## src/rtl/calcn_pkg.sv

```systemverilog
// calcn shared definitions: command/response codes, port FSM states
// and width helpers used by the core and its arbiter.
package calcn_pkg;

  localparam logic [3:0] CMD_NOP = 4'd0;
  localparam logic [3:0] CMD_ADD = 4'd1;
  localparam logic [3:0] CMD_SUB = 4'd2;
  localparam logic [3:0] CMD_LSH = 4'd5;
  localparam logic [3:0] CMD_RSH = 4'd6;

  localparam logic [1:0] RESP_NONE = 2'd0;
  localparam logic [1:0] RESP_SUCC = 2'd1;
  localparam logic [1:0] RESP_INOF = 2'd2;
  localparam logic [1:0] RESP_IERR = 2'd3;

  typedef enum logic [1:0] {
    S_IDLE,
    S_OPB,
    S_WAIT,
    S_RESP
  } state_t;

  function automatic int shamt_w(input int w);
    return (w > 1) ? $clog2(w) : 1;
  endfunction

  function automatic int idx_w(input int n);
    return (n > 1) ? $clog2(n) : 1;
  endfunction

  function automatic logic is_valid_cmd(input logic [3:0] c);
    return (c == CMD_ADD) || (c == CMD_SUB) ||
           (c == CMD_LSH) || (c == CMD_RSH);
  endfunction

endpackage

```

## src/rtl/calcn_rr_arb.sv

```systemverilog
// calcn round-robin arbiter: one-hot grant, pointer advances to
// grantee+1 after every grant.
module calcn_rr_arb
  import calcn_pkg::*;
#(
  parameter int NUM_PORTS = 4,
  parameter int IDX_W     = idx_w(NUM_PORTS)
) (
  input  logic                 clk,
  input  logic                 rst_n,
  input  logic [NUM_PORTS-1:0] req,
  output logic [NUM_PORTS-1:0] grant,
  output logic [IDX_W-1:0]     grant_idx
);

  logic [IDX_W-1:0]     ptr;
  logic [NUM_PORTS-1:0] mask;
  logic [NUM_PORTS-1:0] hi;
  logic [NUM_PORTS-1:0] pick_src;
  logic                 vld;

  // Requests at or above the pointer win; otherwise wrap to the lowest.
  always_comb begin
    mask = '0;
    for (int i = 0; i < NUM_PORTS; i++) begin
      mask[i] = (i >= int'(ptr));
    end
    hi       = req & mask;
    pick_src = (|hi) ? hi : req;
    vld      = |req;
    grant_idx = '0;
    for (int i = NUM_PORTS - 1; i >= 0; i--) begin
      if (pick_src[i]) begin
        grant_idx = IDX_W'(i);
      end
    end
    grant = '0;
    for (int i = 0; i < NUM_PORTS; i++) begin
      grant[i] = vld && (grant_idx == IDX_W'(i));
    end
  end

  always_ff @(posedge clk) begin
    if (!rst_n) begin
      ptr <= '0;
    end else if (vld) begin
      if (grant_idx == IDX_W'(NUM_PORTS - 1)) begin
        ptr <= '0;
      end else begin
        ptr <= grant_idx + 1'b1;
      end
    end
  end

endmodule

```

## src/rtl/calcn_core.sv

```systemverilog
// calcn multi-port calculator: per-port request FSMs sharing one ALU.
// Optional CALCN_OVF_CHECK_EN flags ADD carry-out and SUB underflow.
module calcn_core
  import calcn_pkg::*;
#(
  parameter int NUM_PORTS = 4,
  parameter int DATA_W    = 32
) (
  input  logic                          c_clk,
  input  logic                          reset,
  input  logic [0:4*NUM_PORTS-1]        req_cmd_in,
  input  logic [0:DATA_W*NUM_PORTS-1]   req_data_in,
  output logic [0:2*NUM_PORTS-1]        out_resp,
  output logic [0:DATA_W*NUM_PORTS-1]   out_data
);

  localparam int IDX_W = idx_w(NUM_PORTS);
  localparam int SH_W  = shamt_w(DATA_W);

  state_t            st    [NUM_PORTS];
  logic [3:0]        cmd_q [NUM_PORTS];
  logic [DATA_W-1:0] a_q   [NUM_PORTS];
  logic [DATA_W-1:0] b_q   [NUM_PORTS];

  logic [NUM_PORTS-1:0] wait_req;
  logic [NUM_PORTS-1:0] grant;
  logic [IDX_W-1:0]     grant_idx;

  always_comb begin
    wait_req = '0;
    for (int p = 0; p < NUM_PORTS; p++) begin
      wait_req[p] = (st[p] == S_WAIT);
    end
  end

  calcn_rr_arb #(
    .NUM_PORTS (NUM_PORTS),
    .IDX_W     (IDX_W)
  ) u_arb (
    .clk       (c_clk),
    .rst_n     (reset),
    .req       (wait_req),
    .grant     (grant),
    .grant_idx (grant_idx)
  );

  logic [3:0]        alu_cmd;
  logic [DATA_W-1:0] alu_a;
  logic [DATA_W-1:0] alu_b;
  logic [DATA_W:0]   add_w;
  logic [SH_W-1:0]   shamt;
  logic              ovf_add;
  logic              ovf_sub;
  logic [DATA_W-1:0] alu_data;
  logic [1:0]        alu_resp;

  assign alu_cmd = cmd_q[grant_idx];
  assign alu_a   = a_q[grant_idx];
  assign alu_b   = b_q[grant_idx];
  assign add_w   = {1'b0, alu_a} + {1'b0, alu_b};
  assign shamt   = alu_b[SH_W-1:0];

`ifdef CALCN_OVF_CHECK_EN
  assign ovf_add = add_w[DATA_W];
  assign ovf_sub = (alu_b > alu_a);
`else
  logic unused_carry;
  assign unused_carry = add_w[DATA_W];
  assign ovf_add = 1'b0;
  assign ovf_sub = 1'b0;
`endif

  always_comb begin
    alu_resp = RESP_SUCC;
    alu_data = '0;
    unique case (alu_cmd)
      CMD_ADD: begin
        if (ovf_add) alu_resp = RESP_INOF;
        else         alu_data = add_w[DATA_W-1:0];
      end
      CMD_SUB: begin
        if (ovf_sub) alu_resp = RESP_INOF;
        else         alu_data = alu_a - alu_b;
      end
      CMD_LSH: alu_data = alu_a << shamt;
      CMD_RSH: alu_data = alu_a >> shamt;
      default: alu_resp = RESP_INOF;
    endcase
  end

  always_ff @(posedge c_clk) begin
    if (!reset) begin
      out_resp <= '0;
      out_data <= '0;
      for (int p = 0; p < NUM_PORTS; p++) begin
        st[p]    <= S_IDLE;
        cmd_q[p] <= CMD_NOP;
        a_q[p]   <= '0;
        b_q[p]   <= '0;
      end
    end else begin
      for (int p = 0; p < NUM_PORTS; p++) begin
        out_resp[2*p +: 2]           <= RESP_NONE;
        out_data[DATA_W*p +: DATA_W] <= '0;
        unique case (st[p])
          S_IDLE, S_RESP: begin
            if (req_cmd_in[4*p +: 4] != CMD_NOP) begin
              cmd_q[p] <= req_cmd_in[4*p +: 4];
              a_q[p]   <= req_data_in[DATA_W*p +: DATA_W];
              st[p]    <= S_OPB;
            end else begin
              st[p] <= S_IDLE;
            end
          end
          S_OPB: begin
            b_q[p] <= req_data_in[DATA_W*p +: DATA_W];
            if (is_valid_cmd(cmd_q[p])) begin
              st[p] <= S_WAIT;
            end else begin
              st[p]              <= S_RESP;
              out_resp[2*p +: 2] <= RESP_INOF;
            end
          end
          S_WAIT: begin
            if (grant[p]) begin
              st[p]                        <= S_RESP;
              out_resp[2*p +: 2]           <= alu_resp;
              out_data[DATA_W*p +: DATA_W] <= alu_data;
            end
          end
          default: st[p] <= S_IDLE;
        endcase
      end
    end
  end

endmodule
```

## config.mk

```make
export PLATFORM = sky130hd
export DESIGN_NAME = calcn_core
export DESIGN_NICKNAME = d
export VERILOG_FILES = /design/src/rtl/calcn_pkg.sv /design/src/rtl/calcn_rr_arb.sv /design/src/rtl/calcn_core.sv
export SDC_FILE = /design/constraint.sdc
export NUM_CORES = 1
export LEC_CHECK = 0
export CORE_MARGIN = 1.5
export CORE_UTILIZATION = 57
export DETAILED_ROUTE_END_ITERATION = 7
export GPL_TIMING_DRIVEN = 0
export PLACE_DENSITY = 0.82
export SLEW_MARGIN = 20
export SYNTH_ARGS = -nofsm -noshare
export SYNTH_HDL_FRONTEND = slang
export SYNTH_SLANG_ARGS = --single-unit
```

## constraint.sdc

```tcl
create_clock -name c_clk -period 9.7 [get_ports c_clk]
set_input_delay 1.455 -clock c_clk [delete_from_list [all_inputs] [get_ports c_clk]]
set_output_delay 1.455 -clock c_clk [all_outputs]
set_load 0.01 [all_outputs]
```

Word level (Yosys, flattened, before mapping)

Memory sizes are Yosys's and may differ from the RTL's.
Cells that the tools add are included.

Shift operators: 2
Eq/ne operators: 35
$add $sub $neg: 3
Bitwise logic cells: 33
Reductions and logical operators: 36
Muxes and demuxes: 145
$lt $le $gt $ge: 3

Operators with widths:

| cell               | count |
|---|---|
| $mux 32            | 8 |
| $pmux 32 s4        | 1 |
| $mux 1             | 93 |
| $mux 2             | 34 |
| $eq 4x3->1 const B | 10 |
| $add 32x32->32     | 1 |
| $or 1x1->1         | 32 |
| $shl 32x5->32      | 1 |
| $shr 32x5->32      | 1 |
| $sub 32x32->32     | 1 |
| $eq 2x2->1 const B | 10 |
| $eq 4x1->1 const B | 5 |
| $eq 4x2->1 const B | 5 |
| $mux 4             | 5 |
| $pmux 2 s2         | 4 |
| $reduce_bool 4->1  | 4 |
| $logic_or 1x1->1   | 12 |
| $reduce_and 3->1   | 4 |
| $reduce_or 4->1    | 3 |
| $eq 2x1->1 const B | 5 |
| $logic_not 2->1    | 5 |
| $reduce_or 2->1    | 4 |
| $and 4x4->4        | 1 |
| $ge 1x2->1 const A | 2 |
| other kinds (3)    | 6 |

Word-level logic and storage cells: 267
Register bits: 138
Memories: 4
Output and inout bits: 136
Memory bits (writable): 280

Memories:

| name  | depth | width | read ports | clocked after memory_dff | write ports | RTL line         | source |
|---|---|---|---|---|---|---|---|
| a_q   | 4     | 32    | 1          | 0                        | 4           | calcn_core.sv:22 | `logic [DATA_W-1:0] a_q [NUM_PORTS];` |
| b_q   | 4     | 32    | 1          | 0                        | 4           | calcn_core.sv:23 | `logic [DATA_W-1:0] b_q [NUM_PORTS];` |
| cmd_q | 4     | 4     | 5          | 0                        | 4           | calcn_core.sv:21 | `logic [3:0] cmd_q [NUM_PORTS];` |
| st    | 4     | 2     | 4          | 0                        | 4           | calcn_core.sv:20 | `state_t st [NUM_PORTS];` |

Longest topological paths before layout

An unclocked memory read counts as a cell.

Word-level depth: 16
Gate-level depth with buffers: 33
Depth with buffers taken out: 25

By module

Synthesis repeated with hierarchy kept, for this count alone.

Cell total of the unflattened synthesis: 1950
Area total of the unflattened synthesis: 21957.3 um2

Modules (own cells, without submodules):

| module       | cells an instance | instances | area each (um2) |
|---|---|---|---|
| calcn_core   | 1922              | 1         | 21693.3 |
| calcn_rr_arb | 28                | 1         | 264.0 |

Worst setup path before layout

OpenSTA, ideal clock, no wires.

Path kind: register to register
Start: memory st[2][1] (netlist name)
End: register out_data[7] (netlist name)
Setup slack: 2905 ps
Path buffers: 8
Required time: 9563 ps
Cell stages (with the launch flop): 32
Arrival: 6658 ps
Setup time: 137 ps
Clock period less this slack: 6795 ps
Path through: edfxtp_1 -> ha_1 -> nor2b_1 -> buf_6 -> or4b_1 -> buf_4 -> nand2_4 -> buf_4 -> a311oi_2 -> inv_1 -> buf_2 -> buf_2 -> buf_1 -> ha_1 -> o21ai_1 -> or4_1 -> clkbuf_1 -> nor4b_1 -> nor2_1 -> xor2_1 -> ha_1 -> clkbuf_1 -> nand2_1 -> o21ai_0 -> or3_1 -> o211ai_1 -> o221ai_1 -> a21oi_1 -> xor2_1 -> o22ai_1 -> nor4_1 -> nor2_1

RTL lines:

| element                         | RTL line          | source |
|---|---|---|
| from (decl)                     | calcn_core.sv:20  |  |
| to (signal, indexed assignment) | calcn_core.sv:128 | `out_data[DATA_W*p +: DATA_W] <= alu_data;` |
| to (decl)                       | calcn_core.sv:14  | `output logic [0:DATA_W*NUM_PORTS-1] out_data` |

==> flow_metrics.py <==
metrics = {
    "synthesis": {
        "yosysTopAreaCell": "edfxtp_1",
        "yosys_register_bits": 418,
        "synth.cell_area_sq_mm": 0.0229,
        "synth.yosys.seq_area_share": 0.489,
        "synth-main-ff-cell": "edfxtp_1",
        "ys_types": 78,
        "syn_inst": 2262,
        "synth_nets": 2454,
        "synthArstFlopShare": 0,
        "yosysTopAreaCellShare": 0.368,
        "yosys-top-cells-area": "edfxtp_1 (37%), dfxtp_1 (12%), mux2i_1 (7.5%), and3_1 (4.1%), and2_1 (3.7%)",
        "syn_area_per_cell_sq_um": 10.1,
        "ys_warn_count": 0,
        "synth_edf_count": 280,
    },
    "floorplanning": {
        "num_rows": 73,
        "die_area_sq_mm": 0.0413,
        "io_pins": 282,
        "coreArea_sq_mm": 0.0396,
        "start_util": 0.576,
        "fp.dieW_microns": 203,
        "die_h_microns": 203,
    },
    "placed_design": {
        "io_buffers": 281,
        "hpwlAfterDp_microns": 74700,
        "pre_cts_slack_ps": 782,
        "gp_congestion": 1.15,
    },
    "global_routing": {
        "grt-ovfl-total": 0,
        "grt_pass1_wl_microns": 137000,
        "grt_use_met1": 0.510,
        "antenna_found_initial": 1,
        "grt_pass1_vias": 21200,
        "use_met3": 0.124,
        "grt_usage": 0.459,
        "top_usage_layer": "met2",
        "met2_usage": 0.735,
        "grt_max_degree": 37,
    },
    "critical_path": {
        "critical-path-slowest-cell": "nor3_1",
        "worstPathMaxFanout": 10,
        "end_kind": "flop",
        "worst_path_largest_cell_delay_ps": 870,
        "start_kind": "flop",
        "arrival_ps": 9760,
        "crit_type": "reg -> reg",
        "worstPathRequired_ps": 10100,
    },
    "clock_network": {
        "hold_buffers": 0,
        "cts_tree": "built",
        "clock_latency_ps": 610,
        "cts_root_buf": "clkbuf_16",
        "cts_buffers": 42,
        "cts_setup_buffers": 0,
        "cts-resized-gates": 0,
        "cts_max_level": 2,
        "cts.sinks": 418,
        "max-clock-path-buffers": 3,
        "clkTransAtPathRegs_ps": 70,
    },
    "drt": {
        "drtIter0Drc": 3047,
        "routed_wirelength_microns": 96600,
        "wl_per_cell_microns": 30.4,
        "vias_per_cell": 6.88,
        "vias": 21800,
        "drc_errors": 2,
        "ant_nets": 0,
        "drtPass1Iterations": 8,
    },
    "timing": {
        "fin_ws_ps": 341,
        "fin_crit_sh": 0.965,
        "setup_viol": 0,
        "holdWs_ps": 659,
        "slew_violations": 0,
        "slew_headroom": 0.125,
        "fin_crit_ps": 9360,
        "fmax_ghz": 0.107,
        "finalHoldViolCount": 0,
        "fin_skew_ps": 61.7,
        "worstMarginPinSlew_ps": 1310,
        "rsz0062_at_grt": "false",
    },
    "finish": {
        "drive_gt1_frac": 0.0824,
        "post-route-util": 0.714,
        "n_antenna_cell": 0,
        "nets": 2804,
        "fillers": 2808,
        "area_growth_pct": 23.8,
    },
    "hold_path": {
        "hp-class": "reg -> reg",
    },
    "run_status": {
        "violations": "design-rule violations",
        "status": "finished with violations",
    },
    "flow_run": {
        "drv_cap": 0,
    },
}
## cell usage after synthesis, types with 62 or more instances
cell	n
nor3_1	132
and3_1	148
a211oi_1	62
nand2_1	108
and2_1	136
a21oi_1	82
nor2_1	184
nand3_1	83
edfxtp_1	280
dfxtp_1	138
clkbuf_1	107
o21ai_0	87
mux2i_1	172
## critical path: cells and delay by family, from the launching register on
| family | cells | cell delay (ps) |
|---|---|---|
| simple gates | 10 | 3380 |
| buf+inv | 9 | 2400 |
| compound gates | 7 | 1340 |
| fa+ha+maj | 3 | 1080 |
| xor+xnor | 2 | 540 |
| flops | 1 | 390 |
## cells in the final DEF, fill, tap and decap left out, types with 8 or more instances in the layout
cell type        netlist  layout
a211oi_1              62      61
a21o_1                15      15
a21oi_1               82      82
a311oi_1              37      10
a311oi_2               6      31
a31oi_1               21      21
and2_1               136     136
and3_1               148     148
buf_1                 15      15
buf_2                 42      42
buf_4                  9      28
clkbuf_1             107     119
clkbuf_16              0      43
clkdlybuf4s50_1        0     281
dfxtp_1              138     138
edfxtp_1             280     280
ha_1                  45      45
inv_1                 26      26
mux2i_1              172     172
mux4_2                 9       9
nand2_1              108     104
nand2b_1              30      26
nand3_1               83      83
nand4_1                8       8
nor2_1               184     184
nor2b_1               10      10
nor3_1               132     131
nor4_1                36      35
o211ai_1              12      12
o21a_1                15      15
o21ai_0               87      86
o221ai_1               8       8
o22ai_1               34      34
or3_1                 12      12
xnor2_1               33      33
xor2_1                24      24
## logic make-up after synthesis
family                   synth area share
flip-flops                          0.489
multiplexers                       0.0847
XOR/XNOR                           0.0218
AND/OR/NAND/NOR                     0.210
adder cells (fa/ha/maj)            0.0255
AO/OA/AOI/OAI                       0.130
buffers and inverters              0.0393
## flip-flops by register name, indices dropped and copies added (netlist names)
name       count
a_q          128
st             8
out_resp       8
cmd_q         16
out_data     128
u_arb.ptr      2
b_q          128
## layout make-up
class	instances	area [sq um]	area share
Sequential cell	418	11200	0.395
Multi-Input combinational cell	1638	11000	0.389
Timing Repair Buffer	306	3090	0.109
Clock buffer	59	1180	0.0416
Buffer	178	792	0.0280
Tap cell	525	657	0.0232
Clock inverter	19	283	0.0100
Inverter	28	105	0.00372
## through the flow
| stage | TNS [ps] | cells | area (sq um) |
|---|---|---|---|
| after floorplan | 0 | 2262 | 22900 |
| after global placement | -497 | 3068 | 26300 |
| after detailed placement | 0 | 3092 | 26800 |
| after CTS | 0 | 3170 | 28200 |
| after global routing | 0 | 3171 | 28300 |
| final | 0 | 3171 | 28300 |
## path summary, 6_finish.rpt
| check | start | to | slack, ps | cells after the start |
|---|---|---|---|---|
| setup / recovery | st[3][0] | out_data[65] | 340 | 31 |
| hold / removal | u_arb.ptr[0] | u_arb.ptr[0] | 660 | 2 |
| setup reg to reg | st[3][0] | out_data[65] | 340 | 31 |
| hold reg to reg | u_arb.ptr[0] | u_arb.ptr[0] | 660 | 2 |
## metal layers
layer  vias to the layer above  share of wire
met2                      1921           0.45
met5                         -              0
met3                       532           0.12
met4                         0           0.10
met1                     10200           0.33
li1                       9155              -
Power of run 1 is left out: the tool's default activity adds up to more than one toggle a clock period on the data nets, which glitch-free logic cannot reach.
